**src/rtl/gift64_key_schedule_if.sv**
```systemverilog
// Handshake bundle between the GIFT-64 key-schedule and its host: master key
// load on one side, round-key stream to the round datapath on the other.
interface gift64_key_schedule_if;
  logic [127:0] key_in;
  logic         key_valid;
  logic         key_ready;
  logic         key_dir;
  logic         rk_valid;
  logic         rk_ready;
  logic [63:0]  rk_mask;
  logic [5:0]   rk_index;
  logic         rk_last;
  logic         done;

  modport master (
    output key_in, key_valid, key_dir, rk_ready,
    input  key_ready, rk_valid, rk_mask, rk_index, rk_last, done
  );

  modport slave (
    input  key_in, key_valid, key_dir, rk_ready,
    output key_ready, rk_valid, rk_mask, rk_index, rk_last, done
  );
endinterface

```
**src/rtl/gift64_key_schedule.sv**
```systemverilog
// Iterative GIFT-64 round-key generator: one 64-bit XOR mask per accepted beat.
// Define GIFT64_KS_DECRYPT_EN to add reverse-order (decrypt) sequencing.
//
//   state  | meaning
//   -------+-----------------------------------------------------------
//   S_IDLE | waiting for a master key, key_ready high
//   S_FFWD | reverse mode only: running ROUNDS-1 forward steps to the last key
//   S_EMIT | streaming masks; first cycle is a load gap with rk_valid low
module gift64_key_schedule #(
  parameter int ROUNDS = 28
) (
  input logic              clk,
  input logic              rst,
  gift64_key_schedule_if.slave ks
);

  localparam logic [5:0] LAST_IDX = 6'(ROUNDS - 1);

`ifdef GIFT64_KS_DECRYPT_EN
  typedef enum logic [1:0] {S_IDLE = 2'd0, S_EMIT = 2'd1, S_FFWD = 2'd2} state_t;
`else
  typedef enum logic [1:0] {S_IDLE = 2'd0, S_EMIT = 2'd1} state_t;
`endif

  state_t       state_q;
  logic [127:0] key_q;
  logic [5:0]   c_q;
  logic [5:0]   idx_q;
  logic         valid_q;
  logic         done_q;
  logic         dir_q;
  logic [63:0]  mask_raw;
  logic         is_last;

`ifdef GIFT64_KS_DECRYPT_EN
  logic [5:0]   ffwd_cnt;
`else
  logic         unused_key_dir;
  assign unused_key_dir = ks.key_dir;
  assign dir_q = 1'b0;
`endif

  function automatic logic [127:0] fwd_key(input logic [127:0] k);
    return {k[17:16], k[31:18], k[11:0], k[15:12], k[127:32]};
  endfunction

  function automatic logic [5:0] fwd_c(input logic [5:0] c);
    return {c[4:0], c[5] ^ c[4] ^ 1'b1};
  endfunction

`ifdef GIFT64_KS_DECRYPT_EN
  function automatic logic [127:0] inv_key(input logic [127:0] k);
    return {k[95:0], k[125:112], k[127:126], k[99:96], k[111:100]};
  endfunction

  function automatic logic [5:0] inv_c(input logic [5:0] c);
    return {c[5] ^ c[0] ^ 1'b1, c[5:1]};
  endfunction
`endif

  // U = k1 lands on bit 4i+1, V = k0 on bit 4i, constant on bits 4j+3.
  always_comb begin
    mask_raw = '0;
    for (int i = 0; i < 16; i++) begin
      mask_raw[4*i+1] = key_q[16+i];
      mask_raw[4*i]   = key_q[i];
    end
    for (int j = 0; j < 6; j++) begin
      mask_raw[4*j+3] = c_q[j];
    end
    mask_raw[63] = 1'b1;
  end

  assign is_last = dir_q ? (idx_q == 6'd0) : (idx_q == LAST_IDX);

  assign ks.key_ready = (state_q == S_IDLE);
  assign ks.rk_valid  = valid_q;
  assign ks.rk_mask   = valid_q ? mask_raw : 64'd0;
  assign ks.rk_index  = idx_q;
  assign ks.rk_last   = valid_q && is_last;
  assign ks.done      = done_q;

  always_ff @(posedge clk or posedge rst) begin
    if (rst) begin
      state_q  <= S_IDLE;
      key_q    <= '0;
      c_q      <= '0;
      idx_q    <= '0;
      valid_q  <= 1'b0;
      done_q   <= 1'b0;
`ifdef GIFT64_KS_DECRYPT_EN
      dir_q    <= 1'b0;
      ffwd_cnt <= '0;
`endif
    end else begin
      done_q <= 1'b0;
      case (state_q)
        S_IDLE: begin
          if (ks.key_valid) begin
            key_q   <= ks.key_in;
            c_q     <= 6'h01;
            valid_q <= 1'b0;
`ifdef GIFT64_KS_DECRYPT_EN
            dir_q   <= ks.key_dir;
            if (ks.key_dir) begin
              state_q  <= S_FFWD;
              ffwd_cnt <= LAST_IDX;
              idx_q    <= LAST_IDX;
            end else begin
              state_q <= S_EMIT;
              idx_q   <= 6'd0;
            end
`else
            state_q <= S_EMIT;
            idx_q   <= 6'd0;
`endif
          end
        end
`ifdef GIFT64_KS_DECRYPT_EN
        S_FFWD: begin
          key_q    <= fwd_key(key_q);
          c_q      <= fwd_c(c_q);
          ffwd_cnt <= ffwd_cnt - 6'd1;
          if (ffwd_cnt == 6'd1) begin
            state_q <= S_EMIT;
          end
        end
`endif
        S_EMIT: begin
          if (!valid_q) begin
            valid_q <= 1'b1;
          end else if (ks.rk_ready) begin
            if (is_last) begin
              state_q <= S_IDLE;
              valid_q <= 1'b0;
              done_q  <= 1'b1;
`ifdef GIFT64_KS_DECRYPT_EN
            end else if (dir_q) begin
              key_q <= inv_key(key_q);
              c_q   <= inv_c(c_q);
              idx_q <= idx_q - 6'd1;
`endif
            end else begin
              key_q <= fwd_key(key_q);
              c_q   <= fwd_c(c_q);
              idx_q <= idx_q + 6'd1;
            end
          end
        end
        default: begin
          state_q <= S_IDLE;
          valid_q <= 1'b0;
        end
      endcase
    end
  end

endmodule
```
**src/flat_wrapper.sv**
```systemverilog
// flat-port wrapper written by rule: the top's interface ports become plain ports
module gift64_key_schedule_flat 
#(
  parameter int ROUNDS = 28
)
  (clk, rst, ks_key_in, ks_key_valid, ks_key_dir, ks_rk_ready, ks_key_ready, ks_rk_valid, ks_rk_mask, ks_rk_index, ks_rk_last, ks_done);
  gift64_key_schedule_if ks_i ();
  input logic clk;
  input logic rst;
  input wire logic [$bits(ks_i.key_in)-1:0] ks_key_in;
  input wire logic [$bits(ks_i.key_valid)-1:0] ks_key_valid;
  input wire logic [$bits(ks_i.key_dir)-1:0] ks_key_dir;
  input wire logic [$bits(ks_i.rk_ready)-1:0] ks_rk_ready;
  output wire logic [$bits(ks_i.key_ready)-1:0] ks_key_ready;
  output wire logic [$bits(ks_i.rk_valid)-1:0] ks_rk_valid;
  output wire logic [$bits(ks_i.rk_mask)-1:0] ks_rk_mask;
  output wire logic [$bits(ks_i.rk_index)-1:0] ks_rk_index;
  output wire logic [$bits(ks_i.rk_last)-1:0] ks_rk_last;
  output wire logic [$bits(ks_i.done)-1:0] ks_done;
  assign ks_i.key_in = ks_key_in;
  assign ks_i.key_valid = ks_key_valid;
  assign ks_i.key_dir = ks_key_dir;
  assign ks_i.rk_ready = ks_rk_ready;
  assign ks_key_ready = ks_i.key_ready;
  assign ks_rk_valid = ks_i.rk_valid;
  assign ks_rk_mask = ks_i.rk_mask;
  assign ks_rk_index = ks_i.rk_index;
  assign ks_rk_last = ks_i.rk_last;
  assign ks_done = ks_i.done;
  gift64_key_schedule #(.ROUNDS(ROUNDS)) u_core (.clk(clk), .rst(rst), .ks(ks_i));
endmodule
```
**config.mk**
```make
export PLATFORM = sky130hd
export DESIGN_NAME = gift64_key_schedule_flat
export DESIGN_NICKNAME = d
export VERILOG_FILES = /design/src/rtl/gift64_key_schedule_if.sv /design/src/rtl/gift64_key_schedule.sv /design/src/flat_wrapper.sv
export SDC_FILE = /design/constraint.sdc
export NUM_CORES = 1
export LEC_CHECK = 0
export CAP_MARGIN = 20
export CORE_UTILIZATION = 40
export CTS_BUF_LIST = sky130_fd_sc_hd__clkbuf_4 sky130_fd_sc_hd__clkbuf_8
export DETAILED_ROUTE_END_ITERATION = 6
export GPL_TIMING_DRIVEN = 0
export PLACE_DENSITY = 0.71
export SLEW_MARGIN = 20
export SYNTH_ARGS = -nofsm -noshare
export SYNTH_HDL_FRONTEND = slang
export SYNTH_SLANG_ARGS = --single-unit
```
**constraint.sdc**
```tcl
create_clock -name clk -period 7.4 [get_ports clk]
set_clock_uncertainty 0.2 [all_clocks]
set_input_delay 1.11 -clock clk [delete_from_list [all_inputs] [get_ports clk]]
set_output_delay 1.11 -clock clk [all_outputs]
set_load 0.02 [all_outputs]
```
# == After elaboration in Yosys (flattened, before gate mapping) ==
# Index checks and enable logic that the tools add are counted.
# word_totals
inputBits,133
regBits,144
wordCells,51
# classes
mux,30
n_reduce_logical,5
addsub,1
eq_ne,7
n_bitwise,2
# ops
operator,n
$mux W128,4
$pmux W128 S2,1
$mux W64,1
$mux W6,8
$pmux W6 S2,2
$mux W1,8
$mux W2,4
$add A6 B1 Y6 const B,1
$eq A6 B5 Y1 const B,1
$ne A2 B2 Y1 const B,3
$reduce_and A5 Y1,1
$ne A2 B1 Y1 const B,2
$pmux W2 S2,1
$reduce_and A4 Y1,1
$eq A2 B1 Y1 const B,1
$logic_not A2 Y1,1
$pmux W1 S2,1
$reduce_bool A2 Y1,1
$logic_and A1 B1 Y1,1
$not A1 Y1,1
$xor A1 B1 Y1,1

# == Longest topological paths before layout ==
# depth
depth_word,6
depth_mapped,7

# == Worst setup path after synthesis ==
# No wires, ideal clock.
# synth_path
path_kind,flip-flop to output port
from,"register u_core.idx_q[0], in the netlist u_core.ks.rk_index[0]"
to,output port ks_rk_last
arrival_time_ns,1.279
n_path_buf,0
path_stages_with_launch,4
slack_ns,4.811
cell_sequence,dfrtp_1 > ha_1 > nor3b_4 > and4_1
# synth_between
elab_chain_len,2
# synth_lines
element,line_no,text
from (decl),gift64_key_schedule.sv:28,logic [5:0] idx_q;
from (signal assigned),gift64_key_schedule.sv:146,idx_q <= idx_q + 6'd1;
$eq A6 B5 Y1,gift64_key_schedule.sv:74,assign is_last = dir_q ? (idx_q == 6'd0) : (idx_q == LAST_IDX);
$logic_and A1 B1 Y1,gift64_key_schedule.sv:80,assign ks.rk_last = valid_q && is_last;
to (decl),flat_wrapper.sv:18,output wire logic [$bits(ks_i.rk_last)-1:0] ks_rk_last;
# No other way between the ends.

# == Worst setup path in the final report ==
# layout_path
from,"register u_core.valid_q, in the netlist u_core.ks.rk_valid"
to,output port ks_rk_last
# layout_between
elab_chain_len,1
# layout_lines
element,line_no,text
from (decl),gift64_key_schedule.sv:29,logic valid_q;
from (signal assigned),gift64_key_schedule.sv:89,valid_q <= 1'b0;
from (signal assigned),gift64_key_schedule.sv:102,valid_q <= 1'b0;
from (signal assigned),gift64_key_schedule.sv:131,valid_q <= 1'b1;
$logic_and A1 B1 Y1,gift64_key_schedule.sv:80,
# No other way between the ends.

==> results.txt <==
H-tree depth reported by CTS: 4
Hold slack final: 314 ps
Antenna viol nets, final: 0
Sequential-to-total area share from yosys stat: 0.465
Clk_lat worst skew: 460 ps
Endpoint type of the worst setup path: output pin
# placed instances: 1148
Crit-path cells: clkbuf_1 > and4_1 > clkdlybuf4s50_1
Hold Path End: u_core.c_q[2]$_DFFE_PP0P_
Post-synth EDFFs: 0
CTS tree: built
Worst Hold Class: reg -> reg
Worst-path fanout max: 10
Final Critical Period: 3770 ps
Mapped Cells: 709
Mapped Area: 7690 sq um
Worst path top cell family by delay: buffers and inverters
Num ports: 207
Number of synthesis warnings: 0
Leading cell type in the layout, fill and taps excluded: clkdlybuf4s50_1
Final setup fails: 0
Max Fclk: 265 MHz
Pwr per Cell Area: 228 nW/um^2
Period utilisation layout: 0.510
Reg2reg end: u_core.key_q[121]$_DFFE_PP0P_
FF/Latch Area: 3580 sq um
Grt ovf: 0
First drt pass iteration count: 5
Initial antenna violation count: 1
N_diodes: 0
Status: finished clean
Total power: 2.34 mW
Die X: 141 microns
CTS sink count: 143
Setup slack, reg-to-reg: 4970 ps
Largest net degree at the start of global routing: 76
Final wirelength: 23.4 mm
Global placer's final weighted congestion: 0.807
Number of global-route vias before repair: 6182
Unique cell type count in the Yosys netlist: 36
Cts hold-fix bufs: 0
Leakage: 4.67 nW
FP Rows: 50
Final hold vios: 0
Syn-to-layout area delta: 33.8%
Critical path class: reg -> out
Post-CTS Resized: 0
Clock root buffer master: clkbuf_8
Total GRT Usage: 0.242
RSZ-0062 raised after global routing: false
Reg2Reg Depth: 7
Nets: 1067
Worst setup path startpoint: u_core.ks.rk_valid$_DFFE_PP0P_
Total CTS buffers: 17
DP Wirelength: 17.1 mm
Max-slew violation count: 0
Vias: 6161
R2r startpoint: u_core.ks.rk_index[0]$_DFFE_PP0P_
CP Data Arrival Time: 2460 ps
Critical-path top delay cell: clkdlybuf4s50_1
Reg clk slew, reported paths: 90 ps
Multi-input logic area: 3630 sq um
Post-CTS setup buffers: 0
Post-DR wirelength/cell: 19.8 microns
WHS Path Cells: 2
Fillers: 1742
Syn Area/Cell: 10.8 sq um
Slew headroom: 0.376
Vias per cell: 5.22
Max VDD drop: 122 uV
Startpoint Class: flop
Most frequent cells in the layout: clkdlybuf4s50_1 (180), dfrtp_1 (143), nor3_1 (130)
HP Start: u_core.c_q[1]$_DFFE_PP0P_
Die ar.: 19800 sq um
Port bufs: 180
Layout Cells excl Fill: 1180
Drc violations: 0
Initial Util: 0.410
Die Span Y: 141 microns
Final Core Density: 0.548
Core ar.: 18800 sq um
Slew @ Worst Pin: 936 ps
Main flop type after synthesis: dfrtp_1
Share of layout cells above drive strength 1: 0.196
WP buf/inv: 2
Critical path required time: 6090 ps
Max-cap violations: 0
Seq cells post-synth: 143
First-pass GRT wire length: 35.7 mm
Crit-path max cell delay: 600 ps
Share of async-settable or async-resettable flops after synthesis: 1.00
Initial DRC count: 273
Maximum buffer depth of the clock tree: 2
==> power by group <==
group	total, mW	internal, mW	switching (mW)
registers	1.05	0.934	0.119
clock network	0.609	0.313	0.296
logic	0.679	0.351	0.328
==> final cells by class <==
| cell class | instances | share of cell area |
|---|---|---|
| timing repair buffer | 181 | 0.178 |
| multi-input combinational | 498 | 0.353 |
| tap | 234 | 0.0285 |
| clock buffer | 26 | 0.0311 |
| clock inverter | 6 | 0.00559 |
| sequential | 143 | 0.348 |
| inverter | 2 | 0.00146 |
| buffer | 90 | 0.0548 |
==> worst max-delay path by stage <==
stage,cells after the start,end,slack [ps]
4_1_cts,3,ks_rk_last,3610
3_5_place_dp,7,u_core.key_q[32]$_DFFE_PP0P_,4070
2_1_floorplan,1,u_core.c_q[0]$_DFFE_PP0P_,2250
6_report,3,ks_rk_last,3630
5_1_grt,3,ks_rk_last,3580
3_3_place_gp,2,u_core.key_q[111]$_DFFE_PP0P_,-30
==> worst reg2reg max path, cell delays in order (launching register included) <==
cell and delay (ps):
dfrtp_1 440, ha_1 260, nor3b_4 170, a31oi_4 250, buf_4 210, clkbuf_1 570, nor3_1 130, a21oi_2 130
==> Yosys cell counts, types with 2 or more instances <==
master	number	area, sq um
mux2i_1	128	1280
clkbuf_1	31	116
buf_1	2	7.51
and2_1	38	238
a22o_1	2	17.5
o21ai_1	6	30.0
nor3_1	130	651
a21oi_4	10	163
dfrtp_1	143	3580
nor2b_1	2	12.5
buf_6	12	135
inv_1	2	7.51
buf_4	28	210
xnor2_1	2	17.5
nand2_1	15	56.3
nand3b_1	2	15.0
buf_2	16	80.1
a21oi_1	40	200
nand3_1	2	10.0
nor2_1	3	11.3
a21oi_2	80	701
==> cell families after synthesis <==
family	synth area share
buf+inv	0.0743
xor+xnor	0.00342
other cells	0.000487
flops	0.465
compound gates	0.149
mux	0.168
fa+ha+maj	0.00163
simple gates	0.137
==> through the flow <==
stage | setup slack [ps] | area, sq um | setup TNS (ps)
after floorplan | 2250 | 7780 | 0
after global placement | -26.0 | 9880 | -2220
after detailed placement | 4070 | 9910 | 0
after CTS | 3610 | 10300 | 0
after global routing | 3580 | 10300 | 0
final | 3630 | 10300 | 0
==> layer usage <==
metal | routed length [microns] | GRT usage | share of wire
met5 | 0 | 0 | 0
met3 | 1190 | 0.0503 | 0.051
met1 | 10700 | 0.327 | 0.46
met2 | 11200 | 0.395 | 0.48
met4 | 299 | 0.0629 | 0.013
==> state kept, by name, summed over array words and instances, names as in the netlist <==
signal,count
u_core.state_q,1
u_core.ks.rk_valid,1
u_core.ks.done,1
u_core.c_q,6
u_core.ks.rk_index,6
u_core.key_q,128
Note: power is estimated with default switching activity, not from simulation.
